--- src/rtl/dlsc_axi_decerr_slave.sv ---
// Default-route AXI slave: every read and write burst is completed with the
// full handshake and a DECERR response; write data is discarded.
module dlsc_axi_decerr_slave #(
    parameter int DATA = 32,
    parameter int ID   = 4,
    parameter int LEN  = 4
) (
    input  logic            clk,
    input  logic            rst_n,

    output logic            axi_ar_ready,
    input  logic            axi_ar_valid,
    input  logic [ID-1:0]   axi_ar_id,
    input  logic [LEN-1:0]  axi_ar_len,

    input  logic            axi_r_ready,
    output logic            axi_r_valid,
    output logic            axi_r_last,
    output logic [ID-1:0]   axi_r_id,
    output logic [DATA-1:0] axi_r_data,
    output logic [1:0]      axi_r_resp,

    output logic            axi_aw_ready,
    input  logic            axi_aw_valid,
    input  logic [ID-1:0]   axi_aw_id,
    input  logic [LEN-1:0]  axi_aw_len,

    output logic            axi_w_ready,
    input  logic            axi_w_valid,
    input  logic            axi_w_last,

    input  logic            axi_b_ready,
    output logic            axi_b_valid,
    output logic [ID-1:0]   axi_b_id,
    output logic [1:0]      axi_b_resp,

    output logic            wlast_err
);

    localparam logic [1:0] DECERR = 2'b11;

    typedef enum logic       {R_IDLE, R_DATA} r_state_t;
    typedef enum logic [1:0] {W_IDLE, W_DATA, W_RESP} w_state_t;

    r_state_t       r_state, r_next;
    w_state_t       w_state, w_next;
    logic [ID-1:0]  r_id, w_id;
    logic [LEN-1:0] r_len, r_count, w_len, w_count;
    logic           ready_en;
    logic           ar_hs, r_hs, aw_hs, w_hs, b_hs, w_final;

    assign ar_hs   = axi_ar_valid && axi_ar_ready;
    assign r_hs    = axi_r_valid  && axi_r_ready;
    assign aw_hs   = axi_aw_valid && axi_aw_ready;
    assign w_hs    = axi_w_valid  && axi_w_ready;
    assign b_hs    = axi_b_valid  && axi_b_ready;
    assign w_final = (w_count == w_len);

    // Holds both address readies low through reset and releases them on the
    // first clock edge afterwards, so no address is taken while rst_n is low.
    // NOTE: sequential state uses non-blocking assignments so every flop samples pre-edge values.
    always_ff @(posedge clk or negedge rst_n) begin
        if (!rst_n) ready_en <= 1'b0;
        else        ready_en <= 1'b1;
    end

    // ---------------- read channel ----------------
    always_ff @(posedge clk or negedge rst_n) begin
        if (!rst_n) r_state <= R_IDLE;
        else        r_state <= r_next;
    end

    // NOTE: defaulting r_next before the case keeps this purely combinational (no latch).
    always_comb begin
        r_next = r_state;
        case (r_state)
            R_IDLE:  if (ar_hs)              r_next = R_DATA;
            R_DATA:  if (r_hs && axi_r_last) r_next = R_IDLE;
            default:                         r_next = R_IDLE;
        endcase
    end

    always_ff @(posedge clk or negedge rst_n) begin
        if (!rst_n) begin
            r_id    <= '0;
            r_len   <= '0;
            r_count <= '0;
        end else if (ar_hs) begin
            r_id    <= axi_ar_id;
            r_len   <= axi_ar_len;
            r_count <= '0;
        end else if (r_hs && !axi_r_last) begin
            r_count <= r_count + 1'b1;
        end
    end

    always_comb begin
        axi_ar_ready = ready_en && (r_state == R_IDLE);
        axi_r_valid  = (r_state == R_DATA);
        axi_r_last   = (r_state == R_DATA) && (r_count == r_len);
        axi_r_id     = r_id;
        axi_r_data   = '0;
        axi_r_resp   = (r_state == R_DATA) ? DECERR : 2'b00;
    end

    // ---------------- write channel ----------------
    always_ff @(posedge clk or negedge rst_n) begin
        if (!rst_n) w_state <= W_IDLE;
        else        w_state <= w_next;
    end

    // Burst end is decided by the beat count alone; axi_w_last is only audited.
    always_comb begin
        w_next = w_state;
        case (w_state)
            W_IDLE:  if (aw_hs)            w_next = W_DATA;
            W_DATA:  if (w_hs && w_final)  w_next = W_RESP;
            W_RESP:  if (b_hs)             w_next = W_IDLE;
            default:                       w_next = W_IDLE;
        endcase
    end

    always_ff @(posedge clk or negedge rst_n) begin
        if (!rst_n) begin
            w_id      <= '0;
            w_len     <= '0;
            w_count   <= '0;
            wlast_err <= 1'b0;
        end else begin
            wlast_err <= w_hs && (axi_w_last != w_final);
            if (aw_hs) begin
                w_id    <= axi_aw_id;
                w_len   <= axi_aw_len;
                w_count <= '0;
            end else if (w_hs && !w_final) begin
                w_count <= w_count + 1'b1;
            end
        end
    end

    always_comb begin
        axi_aw_ready = ready_en && (w_state == W_IDLE);
        axi_w_ready  = (w_state == W_DATA);
        axi_b_valid  = (w_state == W_RESP);
        axi_b_id     = w_id;
        axi_b_resp   = (w_state == W_RESP) ? DECERR : 2'b00;
    end

endmodule

--- config.mk ---
export PLATFORM = sky130hd
export DESIGN_NAME = dlsc_axi_decerr_slave
export DESIGN_NICKNAME = d
export VERILOG_FILES = /design/src/rtl/dlsc_axi_decerr_slave.sv
export SDC_FILE = /design/constraint.sdc
export NUM_CORES = 1
export LEC_CHECK = 0
export ABC_AREA = 1
export BUFFER_PORTS_ARGS = -buffer_cell sky130_fd_sc_hd__clkbuf_2
export CORE_UTILIZATION = 50
export DETAILED_ROUTE_END_ITERATION = 7
export PLACE_DENSITY = 0.84
export SLEW_MARGIN = 20
export SYNTH_ARGS = -nofsm -noshare
export SYNTH_HDL_FRONTEND = slang
export SYNTH_SLANG_ARGS = --single-unit
--- constraint.sdc ---
create_clock -name clk -period 2 [get_ports clk]
set_input_delay 0.4 -clock clk [delete_from_list [all_inputs] [get_ports clk]]
set_output_delay 0.4 -clock clk [all_outputs]
set_load 0.01 [all_outputs]
======== Word level (Yosys, flattened, before mapping) ========
Index checks and enable logic that the tools add are counted.
word-level totals
  register bits after elaboration ......... 29
  input bits .............................. 24
  output and inout port bits .............. 51
  word-level logic and storage cells ...... 53
operators by class
  add/subtract/negate cells ............... 2
  equality and inequality tests ........... 8
  muxes and demuxes ....................... 13
  bitwise operators ....................... 1
  reduce and logical (&&, ||, !) cells .... 19
operator list
  cell                                                  number
  2-to-1 mux 4 bit                                      4
  logical AND 1 bit                                     13
  2-to-1 mux 2 bit                                      5
  adder 4 x 1 -> 4 bit (second input constant)          2
  equality test 4 bit                                   2
  one-hot mux 2 bit (3 select lines)                    1
  != test 2 x 1 -> 1 bit (second input constant)        2
  nonzero test 2 bit                                    2
  AND reduction 3 bit                                   1
  equality test 2 x 1 -> 1 bit (second input constant)  1
  equality test 2 bit (second input constant)           1
  logical NOT 1 bit                                     2
  logical NOT 2 bit                                     1
  2-to-1 mux 1 bit                                      2
  != test 2 bit (second input constant)                 1
  one-hot mux 1 bit (2 select lines)                    1
  != test 1 bit                                         1
  NOT 1 bit                                             1

======== Longest topological paths before layout ========
Gate-level depths: netlist of the first run.
  word-level depth ........................ 6
  gate-level depth with buffers ........... 8
  depth with buffers taken out ............ 8

======== Worst setup path before layout of the first run ========
OpenSTA, ideal clock, no wires.
  kind .................................... reg2out
  start point ............................. register r_count[0]
  end point ............................... output port axi_r_last
  arrival ................................. 921 ps
  data required time ...................... 1600 ps
  slack ................................... 679 ps
  stages on the path, launching flop included .. 7
  buffers on the path ..................... 0
  cells stage by stage .................... dfrtp_1 inv_1 nand2_1 nand2_1 nor2_1 nand3_1 inv_1
on the way
  word-level cells in the longest chain between the ends .. 2
ends and longest elaborated chain
  element                 line  source
  from (decl)             48    logic [LEN-1:0] r_len, r_count, w_len, w_count;
  from (signal assigned)  93    r_count <= r_count + 1'b1;
  equality test 4 bit     100   axi_r_last = (r_state == R_DATA) && (r_count == r_len);
  logical AND 1 bit       100
  to (decl)               18    output logic axi_r_last,
Every way passes these cells.

======== Worst setup path in the final report of the first run ========
Same ends and word-level chain as after synthesis.

==> impl_metrics.ini, run 1 <==
[outcome]
outcome = finished clean

[power]
finalPower_mw = 2.56
powerDensity_mw_per_mm2 = 1390
max-vdd-ir-drop_uv = 718
leakage_nw = 1.09

[clock_network]
cts_buffers = 5
cts_max_path_buffers = 2
post_cts_resized = 0
cts_setup_buffers = 0
cts-root-buf = clkbuf_4
cts_sinks = 29
cts_tree = built
clk_pin_slew_ns = 0.09
htreeDepth = 2
clkLatencyLatePin_ns = 0.32
hold_buffers = 0

[critical_path]
arrival_ns = 1.45
crit_path_start_kind = register
max_stage_delay_ns = 0.42
worst-setup-path-type = register to output pin
crit_buf_inv = 3
cp-end-kind = output pin
cp.required_ns = 1.60
worstPathCellList = inv_1, nand2_1, nand2_1, nor2_1, nand3_1, inv_1, clkbuf_2
critical_path.slowest_cell = dfrtp_1
cp_top_family = flip-flops
crit_fanout = 7

[global_route]
grt_pass1_wl_um = 4530
grt_pass1_vias = 1014
grt_start_max_net_pins = 30
overflow = 0
grt.total_usage_pct = 17.5
antenna_found_initial = 0

[floorplanning]
io_pins = 75
coreArea_sq_mm = 0.00310
start_util_pct = 53.8
fp.dieH_um = 59.8
fp-row-count = 20
dieArea_sq_mm = 0.00357
fp.dieW_um = 59.8

[yosys]
synthTopCellsByArea = dfrtp_1, buf_4, nand2_1, nand3_1, inv_1
synthMuxAreaShare_pct = 3.38
synth-simple-area-share_pct = 24.1
ys_seq_area_share_pct = 43.5
synth_top_family_by_area = simple AND/OR/NAND/NOR gates
synth_cells = 196
synth_seq_cells = 29
synth_fa_ha_area_share_pct = 1.50
yosysTopAreaCellShare_pct = 43.5
synth_area_sq_mm = 0.00167
avgSynthCellArea_sq_um = 8.51
synth_area_leader_cell = dfrtp_1
synth.distinct_cells = 25
synth_xor_area_share_pct = 3.15
synth_compound_area_share_pct = 2.93
yosysWarnings = 0

[place]
dp_slack_ns = 0.513
hpwl_um = 2080
port_buffers = 42
place.gp.congestion = 0.867

[route]
first_pass_iters = 4
wl_per_cell_um = 9.74
via_per_inst = 4.49
vias = 1266
route.detailed.drc = 0
drtIter0Drc = 38
routed_wl_um = 2750
ant_nets = 0

[sta]
slew_headroom_pct = 53.2
hold_violations = 0
slew_violations = 0
fin_skew_ns = 0.00260
final.min_clock_period_ns = 1.85
timing.final.crit_share_pct = 92.6
setup_ws_ns = 0.147
rsz0062_at_grt = false
fmax_mhz = 540
setup_viol = 0
fin_setup_tns_ns = 0
worst_slew_pin_slew_ns = 0.702

[finish]
diodes = 0
area_growth_pct = 10.8
nNetsFinal = 263
drive_above_1_share_pct = 25.2
fillerInstances = 277

[flow_run]
cap_violations = 0

[hold_path]
hold_path_class = primary input to async pin
==> metal layers <==
metal	GRT usage (%)	up-vias	part of all wire (%)	wire, um
li1	-	638	-	-
met1	23.6	568	48	1320
met2	25.9	56	45	1220
met3	5.84	4	6.0	164
met4	6.98	0	1.4	38
met5	0	-	0	0
==> synth_stat cells <==
cell / count
a21oi_1: 3
nand2_4: 1
xor2_1: 5
ha_1: 2
buf_6: 1
nand2_1: 45
mux2_2: 5
conb_1: 2
buf_2: 1
buf_1: 1
o31ai_1: 1
nor2_1: 12
xnor2_1: 1
o21ai_1: 1
buf_4: 36
nand4_1: 7
dfrtp_1: 29
inv_1: 15
nand2_2: 1
o21bai_1: 1
nand3_1: 22
inv_2: 1
a21oi_2: 1
o21ai_0: 1
nor3_4: 1
==> state kept, by name (all words and copies together) (netlist names), 2 cells and up <==
name,flops
axi_b_id,4
axi_r_id,4
r_count,4
r_len,4
w_count,4
w_len,4
w_state,2
==> logic make-up after synthesis <==
kind of cell    after synthesis
simple gates                 89
buf+inv                      55
flops                        29
compound gates                8
xor+xnor                      6
mux                           5
fa+ha+maj                     2
other cells                   2
==> per-stage QoR <==
| stage | utilization (%) | hold slack, ns | instance area, sq um | std cells |
|---|---|---|---|---|
| 3_5_place_dp | 56.7 | 0.457 | 1760 | 274 |
| 3_3_place_gp | 56.7 | 0.458 | 1760 | 274 |
| 2_1_floorplan | - | 0.104 | 1780 | 227 |
| 6_report | 59.6 | 0.103 | 1850 | 282 |
| 4_1_cts | 59.6 | 0.116 | 1850 | 282 |
| 5_1_grt | 59.6 | 0.140 | 1850 | 282 |
==> final timing paths <==
kind | slack (ns) | endpoint | from | cells past startpoint
worst max-delay path | 0.15 | axi_r_last | r_count[0] | 7
worst min-delay path | 0.10 | axi_b_id[0] | rst_n | 1
worst max register to register | 0.61 | w_count[2] | w_state[0] | 4
worst min register to register | 0.48 | axi_b_id[0] | axi_b_id[0] | 2
max in group asynchronous | 1.45 | wlast_err | rst_n | 1
min in group clk | 0.25 | w_state[1] | axi_b_ready | 2
==> cell usage in the layout (no fill, tap or decap), drive strengths merged <==
cell,Yosys,routed
a21oi,4,4
bufinv,0,1
clkbuf,0,48
clkinvlp,0,1
conb,2,33
dfrtp,29,29
ha,2,2
inv,16,16
mux2,5,5
nand2,47,47
nand3,22,22
nand4,7,7
nor2,12,12
nor3,1,1
o21ai,2,2
o21bai,1,1
o31ai,1,1
xnor2,1,1
xor2,5,5
==> final cells by class <==
type / instances / area (sq um) / share of cell area, %
repair buffers: 42 / 210 / 11.4
clock inverters: 2 / 37.5 / 2.03
inverters: 16 / 60.1 / 3.25
well taps: 44 / 55.1 / 2.98
flip-flops and latches: 29 / 726 / 39.3
multi-input cells: 143 / 708 / 38.3
clock buffers: 6 / 51.3 / 2.78
==> worst register-to-register path, cell delays in order (launching register included) <==
cell and delay (ns):
dfrtp_1 0.44, nor3_4 0.41, nand2_4 0.22, nand4_1 0.16, nand2_1 0.06
==> power breakdown <==
part	switching [mW]	internal [mW]	total, mW
Clock	0.210	0.297	0.507
Combinational	0.577	0.412	0.989
Sequential	0.221	0.846	1.07
Total	1.01	1.56	2.56
Power figures use the tool's default switching activity.
==> run 2: changes to the inputs <==
Settings changed: CORE_UTILIZATION 50 to 47, PLACE_DENSITY 0.84 to 0.8.
Clock period 2 ns to 1.76 ns, I/O delays scaled along.
==> impl_metrics.ini, run 2 (synthesized netlist as in run 1, its figures left out) <==
[power]
powerDensity_mw_per_mm2 = 1520
share_comb_of_total_power_pct = 44.1
p_sw_share_pct = 42.1
finalPower_mw = 2.86
max-vdd-ir-drop_uv = 714
leakage_nw = 1.12
pwr-share-clk_pct = 13.5
p_int_mw = 1.66
netSwitchingPower_mw = 1.21
seqPwrFrac_pct = 42.5

[route]
wl_per_cell_um = 10.2
drtIter0Drc = 33
routed_wl_um = 2970
ant_nets = 0
via_per_inst = 4.63
route.detailed.drc = 0
first_pass_iters = 4
vias = 1352

[clock_network]
cts-root-buf = clkbuf_4
cts_buffers = 5
clk_pin_slew_ns = 0.09
cts_tree = built
cts_sinks = 29
clkLatencyLatePin_ns = 0.33
cts_max_path_buffers = 2
hold_buffers = 0
htreeDepth = 2

[finish]
nNetsFinal = 271
fillerInstances = 334
drive_above_1_share_pct = 28.0
area_growth_pct = 12.8
final_common_cell = nand2_1
mostFrequentLayoutCells = nand2_1, clkbuf_2, conb_1
diodes = 0

[floorplanning]
fp-row-count = 21
io_pins = 75
dieArea_sq_mm = 0.00379
start_util_pct = 49.6
fp.dieW_um = 61.6
coreArea_sq_mm = 0.00336
fp.dieH_um = 61.6

[global_route]
grt_pass1_vias = 1115
grt_start_max_net_pins = 30
grt_pass1_wl_um = 4810
overflow = 0
antenna_found_initial = 0
grt.total_usage_pct = 17.6

[critical_path]
critPathLaunch = r_count[0]
arrival_ns = 1.39
crit_path_start_kind = register
crit_fanout = 5
crit-reg2reg-launch = axi_r_valid
rr_worst_depth = 3
worst-setup-path-type = register to output pin
cp.required_ns = 1.41
r2r_slack_ns = 0.37
timing.rr.end = axi_r_id[1]
cp-end-kind = output pin

[place]
place.gp.congestion = 0.961
port_buffers = 42
hpwl_um = 2100

[sta]
rsz0062_at_grt = true
hold_violations = 0
fmax_mhz = 575
fin_skew_ns = 0.00349
timing.final.crit_share_pct = 98.8
slew_violations = 0
fin_setup_tns_ns = 0
final.min_clock_period_ns = 1.74
setup_viol = 0

[flow_run]
cap_violations = 0

[outcome]
outcome = finished clean

[hold_path]
hold_path_class = primary input to async pin
## run 2: worst max-delay path: stages, from the launching register on
cell	delay, ns
dfrtp_1	0.39
inv_1	0.09
nand2_1	0.06
nand2_1	0.06
nor2_2	0.13
nand3_2	0.13
inv_1	0.07
buf_2	0.12
## run 2: power groups by stage
stage,sequential [mW],combinational [mW],clock [mW]
final,1.21,1.26,0.386
after CTS,1.21,1.19,0.397
after global routing,1.26,1.46,0.432
after floorplan,1.23,0.846,0
after global placement,1.22,1.10,0
after detailed placement,1.24,1.13,0
## run 2: how the worst max path moves through the flow
stage	cells after the start	to	slack [ns]
detailed placement	7	axi_r_last	0.29
floorplan	5	r_count[0]	0.44
global placement	6	axi_r_last	0.36
global route	7	axi_r_last	-0.1
finish	7	axi_r_last	0.02
CTS	4	axi_r_last	0.003
## run 2: repair_timing
action                                  4_1_cts  5_1_grt
endpoints found under the hold margin         0        0
pin swaps                                     1        1
endpoints found under the setup margin        2        2
gates resized for setup                       1        2
buffers inserted                              2        5
## run 2: layer usage
metal,vias to the layer above,share of wire (%),wire [um],GRT usage [%]
met3,9,8.5,253,6.09
li1,654,-,-,-
met5,-,0,0,0
met2,74,49,1460,27.5
met4,0,2.1,61,7.62
met1,615,40,1200,22.2
## run 2: through the flow
step	utilization [%]	hold slack (ns)	setup slack, ns	cells	cell area [sq um]
6_report	55.9	0.00887	0.0211	292	1880
5_1_grt	55.9	0.0306	-0.0992	292	1880
4_1_cts	54.7	0.00975	0.00306	287	1840
3_5_place_dp	52.6	0.376	0.287	277	1770
3_3_place_gp	52.6	0.379	0.357	277	1770
2_1_floorplan	-	0.0564	0.442	227	1780
## run 2: final cells by class
type                            instances  area (sq um)  area share, %
Sequential cell                        29           726           38.6
Multi-Input combinational cell        143           716           38.1
Timing Repair Buffer                   50           270           14.4
Inverter                               16          60.1           3.19
Tap cell                               46          57.6           3.06
Clock buffer                            6          41.3           2.20
Clock inverter                          2          10.0          0.532
==> run 3: changes to the inputs <==
Settings changed: CELL_PAD_IN_SITES_DETAIL_PLACEMENT set to 0, CELL_PAD_IN_SITES_GLOBAL_PLACEMENT set to 1, CORE_MARGIN set to 3, CORE_UTILIZATION 47 to 33, PLACE_DENSITY 0.8 to not set, PLACE_DENSITY_LB_ADDON set to 0.1.
==> impl_metrics.ini, run 3 (synthesized netlist as in run 1, its figures left out) <==
[global_route]
grt.total_usage_pct = 12.0
antenna_found_initial = 0
grt_start_max_net_pins = 30
grt_most_used_layer = met2
use_met3_pct = 4.11
grt_util_met1_pct = 13.9
grt_pass1_wl_um = 5590
met2_usage_pct = 20.2
overflow = 0
grt_pass1_vias = 1222

[place]
dp_slack_ns = 0.294
dp_cells = 299
port_buffers = 42
hpwl_um = 2600
place.gp.congestion = 0.836

[power]
powerDensity_mw_per_mm2 = 1550
finalPower_mw = 2.98
p_int_mw = 1.79
share_comb_of_total_power_pct = 40.9
seqPwrFrac_pct = 40.6
netSwitchingPower_mw = 1.19
leakage_nw = 1.11
pwr-share-clk_pct = 18.5
max-vdd-ir-drop_uv = 518
p_sw_share_pct = 40.0

[critical_path]
crit_fanout = 7
worst-setup-path-type = register to output pin
cp.required_ns = 1.41
crit-reg2reg-launch = w_count[0]
arrival_ns = 1.30
critPathLaunch = w_state[0]
cp-end-kind = output pin
crit_path_start_kind = register

[floorplanning]
dieArea_sq_mm = 0.00594
start_util_pct = 34.6
coreArea_sq_mm = 0.00482
io_pins = 75
fp.dieH_um = 77.1
fp-row-count = 25
fp.dieW_um = 77.1

[clock_network]
cts_tree = built
cts_buffers = 5
clk_pin_slew_ns = 0.06
cts-root-buf = clkbuf_8
cts_max_path_buffers = 2
clkLatencyLatePin_ns = 0.28
cts_sinks = 29
htreeDepth = 2

[sta]
setup_ws_ns = 0.109
final.min_clock_period_ns = 1.65
fin_skew_ns = 0.00587
fmax_mhz = 606
timing.final.crit_share_pct = 93.8
slew_violations = 0
hold_violations = 0
setup_viol = 0
rsz0062_at_grt = true

[finish]
final_common_cell = nand2_1
fillerInstances = 544
area_growth_pct = 14.9
diodes = 0
regArea_sq_um = 727
fin_cells = 308
fin_util_pct = 39.8
nNetsFinal = 267
drive_above_1_share_pct = 27.0
multi_input_area_sq_um = 713
mostFrequentLayoutCells = nand2_1, clkbuf_2, conb_1

[route]
first_pass_iters = 4
route.detailed.drc = 0
ant_nets = 0
via_per_inst = 4.09
drtIter0Drc = 22
routed_wl_um = 3500
vias = 1260
wl_per_cell_um = 11.4

[flow_run]
cap_violations = 0

[outcome]
outcome = finished clean

[hold_path]
hold_path_class = primary input to async pin
## run 3: changes by cell type in the layout (fill, tap and decap cells not counted), moves of 2 or more
cell	change
clkinv_2	-2
buf_4	-4
clkbuf_8	+6
clkbuf_4	-5
## run 3: timing repair
action                     CTS  global route
setup buffers                0             2
pin swaps                    0             2
setup endpoints to repair    1             1
hold buffers                 0             0
gates resized for setup      1             4
## run 3: layer usage
| metal | part of all wire (%) | routed length (um) |
|---|---|---|
| met5 | 0 | 0 |
| met4 | 1.5 | 51 |
| met3 | 7.5 | 261 |
| met2 | 48 | 1690 |
| met1 | 43 | 1490 |
## run 3: path summary, 6_finish.rpt
kind | end | slack [ns] | cells past startpoint
min in group clk | w_state[1] | 0.25 | 2
worst max register to register | w_count[0] | 0.39 | 6
worst min-delay path | r_len[2] | 0.08 | 2
worst max-delay path | axi_aw_ready | 0.11 | 2
worst min register to register | axi_b_id[0] | 0.48 | 2
max in group asynchronous | r_count[1] | 1.36 | 2
## run 3: worst max-delay path, stage by stage (launching register included)
cell and delay, ns:
dfrtp_1 0.43, nor3_4 0.39, clkbuf_2 0.20
## run 3: stage by stage
step                      hold slack, ns  TNS [ns]  area (sq um)
after floorplan                   0.0564         0          1780
after global placement             0.395         0          1800
after detailed placement           0.397         0          1800
after CTS                         0.0987         0          1890
after global routing               0.122   -0.0173          1920
final                             0.0834         0          1920
## run 3: power by group through the flow
stage          clock network (mW)  logic, mW  registers [mW]
2_1_floorplan                   0      0.846            1.23
3_3_place_gp                    0       1.18            1.23
3_5_place_dp                    0       1.17            1.23
4_1_cts                     0.579       1.18            1.22
5_1_grt                     0.603       1.40            1.26
6_report                    0.552       1.22            1.21
## run 3: area by class of cell
type,instances,share of cell area [%]
Multi-Input combinational cell,143,37.2
Inverter,16,3.13
Timing Repair Buffer,46,12.9
Clock buffer,7,4.50
Tap cell,67,4.37
Sequential cell,29,37.9
